<file path="config.mk">
export PLATFORM = sky130hd
export DESIGN_NAME = memory_writeback_stage
export DESIGN_NICKNAME = d
export VERILOG_FILES = /design/src/rtl/memory_writeback_stage.sv
export SDC_FILE = /design/constraint.sdc
export NUM_CORES = 1
export LEC_CHECK = 0
export CAP_MARGIN = 20
export CORE_MARGIN = 2
export CORE_UTILIZATION = 41
export DETAILED_ROUTE_END_ITERATION = 10
export HOLD_SLACK_MARGIN = 0.06
export PLACE_DENSITY = 0.8
export SETUP_SLACK_MARGIN = 0.3
export SLEW_MARGIN = 0
export SYNTH_ARGS = -nofsm -noshare
export SYNTH_HDL_FRONTEND = slang
export SYNTH_SLANG_ARGS = --single-unit
</file>
<file path="constraint.sdc">
create_clock -name clk -period 1.8 [get_ports clk]
set_clock_uncertainty 0.05 [all_clocks]
set_input_delay 0.36 -clock clk [delete_from_list [all_inputs] [get_ports clk]]
set_output_delay 0.36 -clock clk [all_outputs]
set_load 0.02 [all_outputs]
</file>
<file path="src/rtl/memory_writeback_stage.sv">
// Memory/writeback pipeline stage: holds the M instruction, runs the data-memory
// request/response handshake, and loads the register-file write port (W).
module memory_writeback_stage #(
  parameter int DPW = 32,
  parameter int ADW = 5
) (
  input  logic           clk,
  input  logic           arst_ni,
  input  logic           validE,
  input  logic           regwriteE,
  input  logic           resultsrcE,
  input  logic           memwriteE,
  input  logic [DPW-1:0] alu_resultE,
  input  logic [DPW-1:0] wdataE,
  input  logic [ADW-1:0] RdE,
  output logic           stall_o,
  output logic           dmem_req_o,
  output logic           dmem_we_o,
  output logic [DPW-1:0] dmem_addr_o,
  output logic [DPW-1:0] dmem_wdata_o,
  input  logic           dmem_gnt_i,
  input  logic           dmem_rvalid_i,
  input  logic [DPW-1:0] dmem_rdata_i,
  output logic [ADW-1:0] RdM,
  output logic           regwriteM,
  output logic [DPW-1:0] alu_resultM,
  output logic [ADW-1:0] addr_3,
  output logic [DPW-1:0] wd_3,
  output logic           we,
  output logic [1:0]     o_dbg_state
);

  typedef enum logic [1:0] {
    IDLE = 2'd0,
    REQ  = 2'd1,
    RESP = 2'd2
  } state_t;

  state_t         r_state;
  state_t         w_next_state;
  logic           r_validM;
  logic           r_regwriteM;
  logic           r_resultsrcM;
  logic           r_memwriteM;
  logic [DPW-1:0] r_alu_resultM;
  logic [DPW-1:0] r_wdataM;
  logic [ADW-1:0] r_RdM;
  logic           r_we;
  logic [ADW-1:0] r_addr_3;
  logic [DPW-1:0] r_wd_3;
  logic           w_mem_op;
  logic           w_is_store;
  logic           w_req;
  logic           w_done;
  logic           w_complete;

  // M register: holds while the memory op in M is still outstanding.
  always_ff @(posedge clk or negedge arst_ni) begin
    if (!arst_ni) begin
      r_validM      <= 1'b0;
      r_regwriteM   <= 1'b0;
      r_resultsrcM  <= 1'b0;
      r_memwriteM   <= 1'b0;
      r_alu_resultM <= '0;
      r_wdataM      <= '0;
      r_RdM         <= '0;
    end else if (w_complete) begin
      r_validM      <= validE;
      r_regwriteM   <= regwriteE;
      r_resultsrcM  <= resultsrcE;
      r_memwriteM   <= memwriteE;
      r_alu_resultM <= alu_resultE;
      r_wdataM      <= wdataE;
      r_RdM         <= RdE;
    end
  end

  // A store wins over a load when both control bits are set.
  assign w_mem_op   = r_validM & (r_resultsrcM | r_memwriteM);
  assign w_is_store = r_memwriteM;

  always_ff @(posedge clk or negedge arst_ni) begin
    if (!arst_ni) r_state <= IDLE;
    else          r_state <= w_next_state;
  end

  // Request phase: dmem_req_o is the valid, dmem_gnt_i the ready; a request
  // transfers on a cycle where both are 1, and the request fields stay stable
  // until then. Response phase: dmem_rvalid_i is a valid with no back-pressure,
  // only honoured in RESP.
  always_comb begin
    w_next_state = r_state;
    w_req        = 1'b0;
    w_done       = 1'b0;
    case (r_state)
      IDLE: begin
        if (w_mem_op) begin
          w_req = 1'b1;
          if (dmem_gnt_i) begin
            if (w_is_store) w_done       = 1'b1;
            else            w_next_state = RESP;
          end else begin
            w_next_state = REQ;
          end
        end
      end
      REQ: begin
        w_req = 1'b1;
        if (dmem_gnt_i) begin
          if (w_is_store) begin
            w_done       = 1'b1;
            w_next_state = IDLE;
          end else begin
            w_next_state = RESP;
          end
        end
      end
      RESP: begin
        if (dmem_rvalid_i) begin
          w_done       = 1'b1;
          w_next_state = IDLE;
        end
      end
      default: w_next_state = IDLE;
    endcase
  end

  assign w_complete = ~w_mem_op | w_done;

  // W register: a stalled M cycle inserts a bubble and keeps the last address/data.
  always_ff @(posedge clk or negedge arst_ni) begin
    if (!arst_ni) begin
      r_we     <= 1'b0;
      r_addr_3 <= '0;
      r_wd_3   <= '0;
    end else if (w_complete) begin
      r_we     <= r_validM & r_regwriteM & (r_RdM != '0);
      r_addr_3 <= r_RdM;
      r_wd_3   <= r_resultsrcM ? dmem_rdata_i : r_alu_resultM;
    end else begin
      r_we     <= 1'b0;
    end
  end

  assign stall_o      = ~w_complete;
  assign dmem_req_o   = w_req;
  assign dmem_we_o    = w_req & r_memwriteM;
  assign dmem_addr_o  = r_alu_resultM;
  assign dmem_wdata_o = r_wdataM;
  assign RdM          = r_RdM;
  assign regwriteM    = r_regwriteM & r_validM;
  assign alu_resultM  = r_alu_resultM;
  assign addr_3       = r_addr_3;
  assign wd_3         = r_wd_3;
  assign we           = r_we;
  assign o_dbg_state  = r_state;

endmodule

</file>
After elaboration in Yosys (flattened, before gate mapping)
Cells that the tools add are included.
Widths: inputs -> output; s select.
{ "op_classes": {"eq_ne": 6, "mux": 16, "n_bitwise": 8, "n_reduce_logical": 3} }
{ "op_table": {"columns": ["cell", "count"], "rows": [
  ["$mux 32", 1],
  ["$mux 2", 6],
  ["$mux 1", 6],
  ["$ne 2x2->1 const B", 3],
  ["$pmux 2 s3", 1],
  ["$reduce_bool 5->1", 1],
  ["$and 1x1->1", 4],
  ["$reduce_and 4->1", 1],
  ["$ne 3x3->1 const B", 1],
  ["$pmux 1 s3", 1],
  ["$eq 2x1->1 const B", 1],
  ["$eq 2x2->1 const B", 1],
  ["$logic_not 2->1", 1],
  ["$not 1->1", 2],
  ["$or 1x1->1", 2],
  ["$pmux 1 s2", 1]
]} }
{ "totals": {"ff_bits": 113, "out_inout_bits": 145} }

Depth between registers and ports, before layout
{ "depth": {"ltp_word": 6, "ltp_mapped": 6} }

Worst setup path before layout
No wires, ideal clock.
{ "synth_timing": {"kind": "register -> output", "from": "reg r_state[0], in the netlist o_dbg_state[0]", "to": "out stall_o", "arrival_ns": 1.278, "setup_slack_ns": 0.112, "path_stages_with_launch": 6, "cell_sequence": "dfrtp_1 > nand3b_2 > o211ai_4 > buf_12 > buf_12 > inv_1"} }
{ "synth_via": {"elab_chain_cells": 4, "word_cells_on_any_way": 6, "classes_between": "2 x eq/ne; 1 x mux; 2 x bitwise; 1 x reduce/logical"} }
{ "synth_lines": {"columns": ["item", "line_no", "text"], "rows": [
  ["start: declaration", "39", "state_t r_state;"],
  ["start signal: assignment", "84", "else r_state <= w_next_state;"],
  ["$eq 2x2->1 (tied with other cells)", "95", "case (r_state)"],
  ["$pmux 1 s3 (*)", "95", null],
  ["$or 1x1->1 (*)", "128", "assign w_complete = ~w_mem_op | w_done;"],
  ["$not 1->1 (*)", "145", "assign stall_o = ~w_complete;"],
  ["end: declaration", "16", "output logic stall_o,"]
]} }
Every way passes the cells marked *; elsewhere a longest branch is shown, timed or not.

Worst setup path after layout
{ "layout_timing": {"from": "reg r_memwriteM", "to": "out stall_o"} }
{ "layout_via": {"elab_chain_cells": 6, "word_cells_on_any_way": 9, "classes_between": "4 x mux; 5 x bitwise"} }
{ "layout_lines": {"columns": ["item", "line_no", "text"], "rows": [
  ["start: declaration", "44", "logic r_memwriteM;"],
  ["start signal: assignment", "71", "r_memwriteM <= memwriteE;"],
  ["$mux 1 / $or 1x1->1 (equally long branches)", "100, 110, 79", null],
  ["$mux 1 / $and 1x1->1 (equally long branches)", "99, 79", null],
  ["$mux 1", "97", "if (w_mem_op) begin"],
  ["$pmux 1 s3", "95", null],
  ["$or 1x1->1 (*)", "128", null],
  ["$not 1->1 (*)", "145", null]
]} }
Marks and branches as above.

==> results by group <==
Finish
  • Fin cells: 758
  • Final design utilization: 64.2%
  • Final nets: 682
  • Area grow syn2layout: 53.1%
  • N_diodes: 0
  • Most frequent cells in the layout: 109 x dfrtp_1, 106 x clkdlybuf4s50_1, 83 x buf_2
  • Layout cells sized above 1: 61.3%
  • Design area: 8100 sq um
  • Commonest non-fill, non-tap cell in the layout: dfrtp_1

Detailed routing
  • Final WL: 13600 microns
  • Via count: 3547
  • Vias per inst: 4.68
  • Initial drt markers: 107
  • Post-route DRC: 0
  • DRT Pass-1 Iters: 4
  • Avg WL per Cell: 17.9 microns
  • ANT nets after route: 0

Global route
  • Grt total ovfl: 0
  • Initial antenna violation count: 0
  • Vias in the first global route: 3973
  • Gr usage total: 20.3%
  • Global-route wire length before repair: 21900 microns
  • Largest net degree at the start of global routing: 114

Synth
  • Mapped Area: 5290 sq um
  • Syn Inst Count: 319
  • Top cells by area, synth: dfrtp_1 53%, mux2_4 22%, mux2_2 14%
  • Post-Synth Adder-Cell Area: 0%
  • Sequential area share after synthesis: 53.5%
  • Seq cells post-synth: 113
  • Top-area cell type share of the netlist area: 53.5%
  • Simple-Gate Fraction of Synth Area: 1.32%
  • Multiplexer share of the synthesized area: 35.5%
  • Largest family of logic cells by synthesized area: multiplexers
  • Synth Net Count: 428
  • Compound-gate portion of the synthesized area: 0.923%
  • Yosys Warn Count: 0
  • Syn_area_per_cell: 16.6 sq um
  • Largest area contributor in the netlist: dfrtp_1
  • Synth unique cells: 20
  • Fraction of synthesized cell area in xor and xnor cells: 0%

Floorplan
  • Die footprint: 13800 sq um
  • Num ports: 254
  • Starting Density: 41.9%
  • Die width: 118 microns
  • CORE AREA: 12600 sq um
  • # rows: 41
  • Die height: 118 microns

CTS
  • CTS Buf Count: 17
  • CTS tree: yes
  • H-tree depth: 4
  • Root Buffer: clkbuf_16
  • CTS Buffer Depth: 2
  • Clock transition at the registers of the reported paths: 0.06 ns
  • Clock Sink Count: 113
  • Worst-Skew Late Latency: 0.40 ns

Critical path
  • Critical path, cell by cell: o21a_4 -> o211ai_4 -> clkinvlp_4 -> buf_6
  • CP max stage delay: 0.42 ns
  • Worst Reg-to-Reg Cells: 6
  • FF-to-FF Start: r_memwriteM$_DFFE_PN0P_
  • Startpoint Class: flop
  • FF-to-FF End: alu_resultM[6]$_DFFE_PN0P_
  • Crit path max fanout: 4
  • Required @ worst endpoint: 1.39 ns
  • Setup crit end kind: output port
  • Worst path slowest cell: dfrtp_1
  • CP Class: reg -> out
  • Reg2reg setup slack: -0.02 ns
  • Worst Path Arrival: 1.41 ns

Hold path
  • Min-Delay Endpoint: o_dbg_state[0]$_DFFE_PN0P_
  • Worst hold path class: in -> reg
  • Hold Crit Depth: 3
  • Min-delay src: dmem_gnt_i

STA
  • RSZ-0062 raised after global routing: yes
  • Final WS setup: -0.0234 ns
  • Highest Clock Rate: 548 MHz
  • Final Hold Vio Count: 0
  • Worst-Margin Slew: 0.640 ns
  • Final Max Tran Viols: 0
  • Slew margin rel.: 57.3%
  • Sum Neg Setup Slack: -0.160 ns
  • Tmin final: 1.82 ns
  • Final worst path period share: 101%
  • Final setup fails: 14

Outcome
  • Failing checks: negative setup slack
  • Status: finished, violations left

Place
  • IO buf count: 253
  • Placed Cells: 711
  • HPWL after DPL: 8870 microns
  • Gpl congestion: 0.774
  • Post-Place Cell Area: 7740 sq um

Power
  • PD cells: 2300 nW/um^2
  • Peak VDD IR: 1120 uV
  • Leak: 3.83 nW

Job
  • Max_cap viols: 0
-- metal layers --
layer	up-vias	track usage, %	share of wire [%]
met5	-	0	0
met4	0	8.13	1.9
met3	17	8.19	8.3
met2	163	34.8	51
met1	1757	22.4	39
li1	1610	-	-
-- cell type report --
type	instances	area (sq um)
tap	172	215
clock buffer	21	460
sequential	113	2830
timing repair buffer	283	2470
clock inverter	11	90.1
inverter	1	7.51
multi-input combinational	157	2020
fill	997	4520
-- where the power goes --
part	total (W)	internal, W	leakage [nW]	switching (W)
clock	0.00309	0.00195	0.264	0.00114
sequential	0.00489	0.00390	1.32	0.000991
combinational	0.0107	0.00574	2.25	0.00491
-- state kept, by name, summed over array words and instances, names as in the netlist --
signal,count
RdM,5
addr_3,5
alu_resultM,32
dmem_wdata_o,32
o_dbg_state,2
r_memwriteM,1
r_regwriteM,1
r_resultsrcM,1
r_validM,1
wd_3,32
we,1
-- critical path: cells and delay by family (launching register included) --
kind / cells / cell delay, ns
buffers and inverters: 2 / 0.27
DFF: 1 / 0.42
AOI/OAI and AO/OA: 2 / 0.32
-- Yosys cell counts, drive strengths merged --
cell type and instances:
nor3b 1, or3b 1, mux2 141, nand3b 1, o211ai 1, nor2 4, nand2b 1, o21a 1
nor3 1, or3 1, o2bb2ai 1, inv 1, nand2 1, clkbuf 3, o311a 1, dfrtp 113
and2 1, buf 45
-- how the worst max path moves through the flow --
stage	start	endpoint	slack, ns
6_report	r_memwriteM$_DFFE_PN0P_	stall_o	-0.02
5_1_grt	r_memwriteM$_DFFE_PN0P_	stall_o	-0.10
4_1_cts	r_memwriteM$_DFFE_PN0P_	stall_o	-0.04
3_5_place_dp	dmem_gnt_i	RdM[4]$_DFFE_PN0P_	-0.49
3_3_place_gp	dmem_gnt_i	alu_resultM[30]$_DFFE_PN0P_	-0.46
2_1_floorplan	r_resultsrcM$_DFFE_PN0P_	stall_o	0.16
-- cell families after synthesis --
logic type             count (synthesis)
DFF                                  113
muxes                                141
AOI/OAI and AO/OA                      4
and+or+nand+nor                       12
buffers and inverters                 49
-- timing repair --
action / in CTS / in global routing
hold buffers: 1 / 0
pin swaps: 4 / 2
endpoints found under the setup margin: 255 / 184
buffers inserted: 7 / 2
endpoints found under the hold margin: 113 / 0
gates cloned: 4 / 1
gates resized for setup: 484 / 74
-- stage by stage --
stage | worst slack [ns] | power (W) | hold slack, ns
6_report | -0.0234 | 0.0186 | 0.358
5_1_grt | -0.102 | 0.0196 | 0.359
4_1_cts | -0.0425 | 0.0191 | 0.338
3_5_place_dp | -0.486 | 0.0159 | 0.441
3_3_place_gp | -0.461 | 0.0157 | 0.436
2_1_floorplan | 0.160 | 0.0122 | 0.0144
Note: power is estimated with default switching activity, not from simulation.
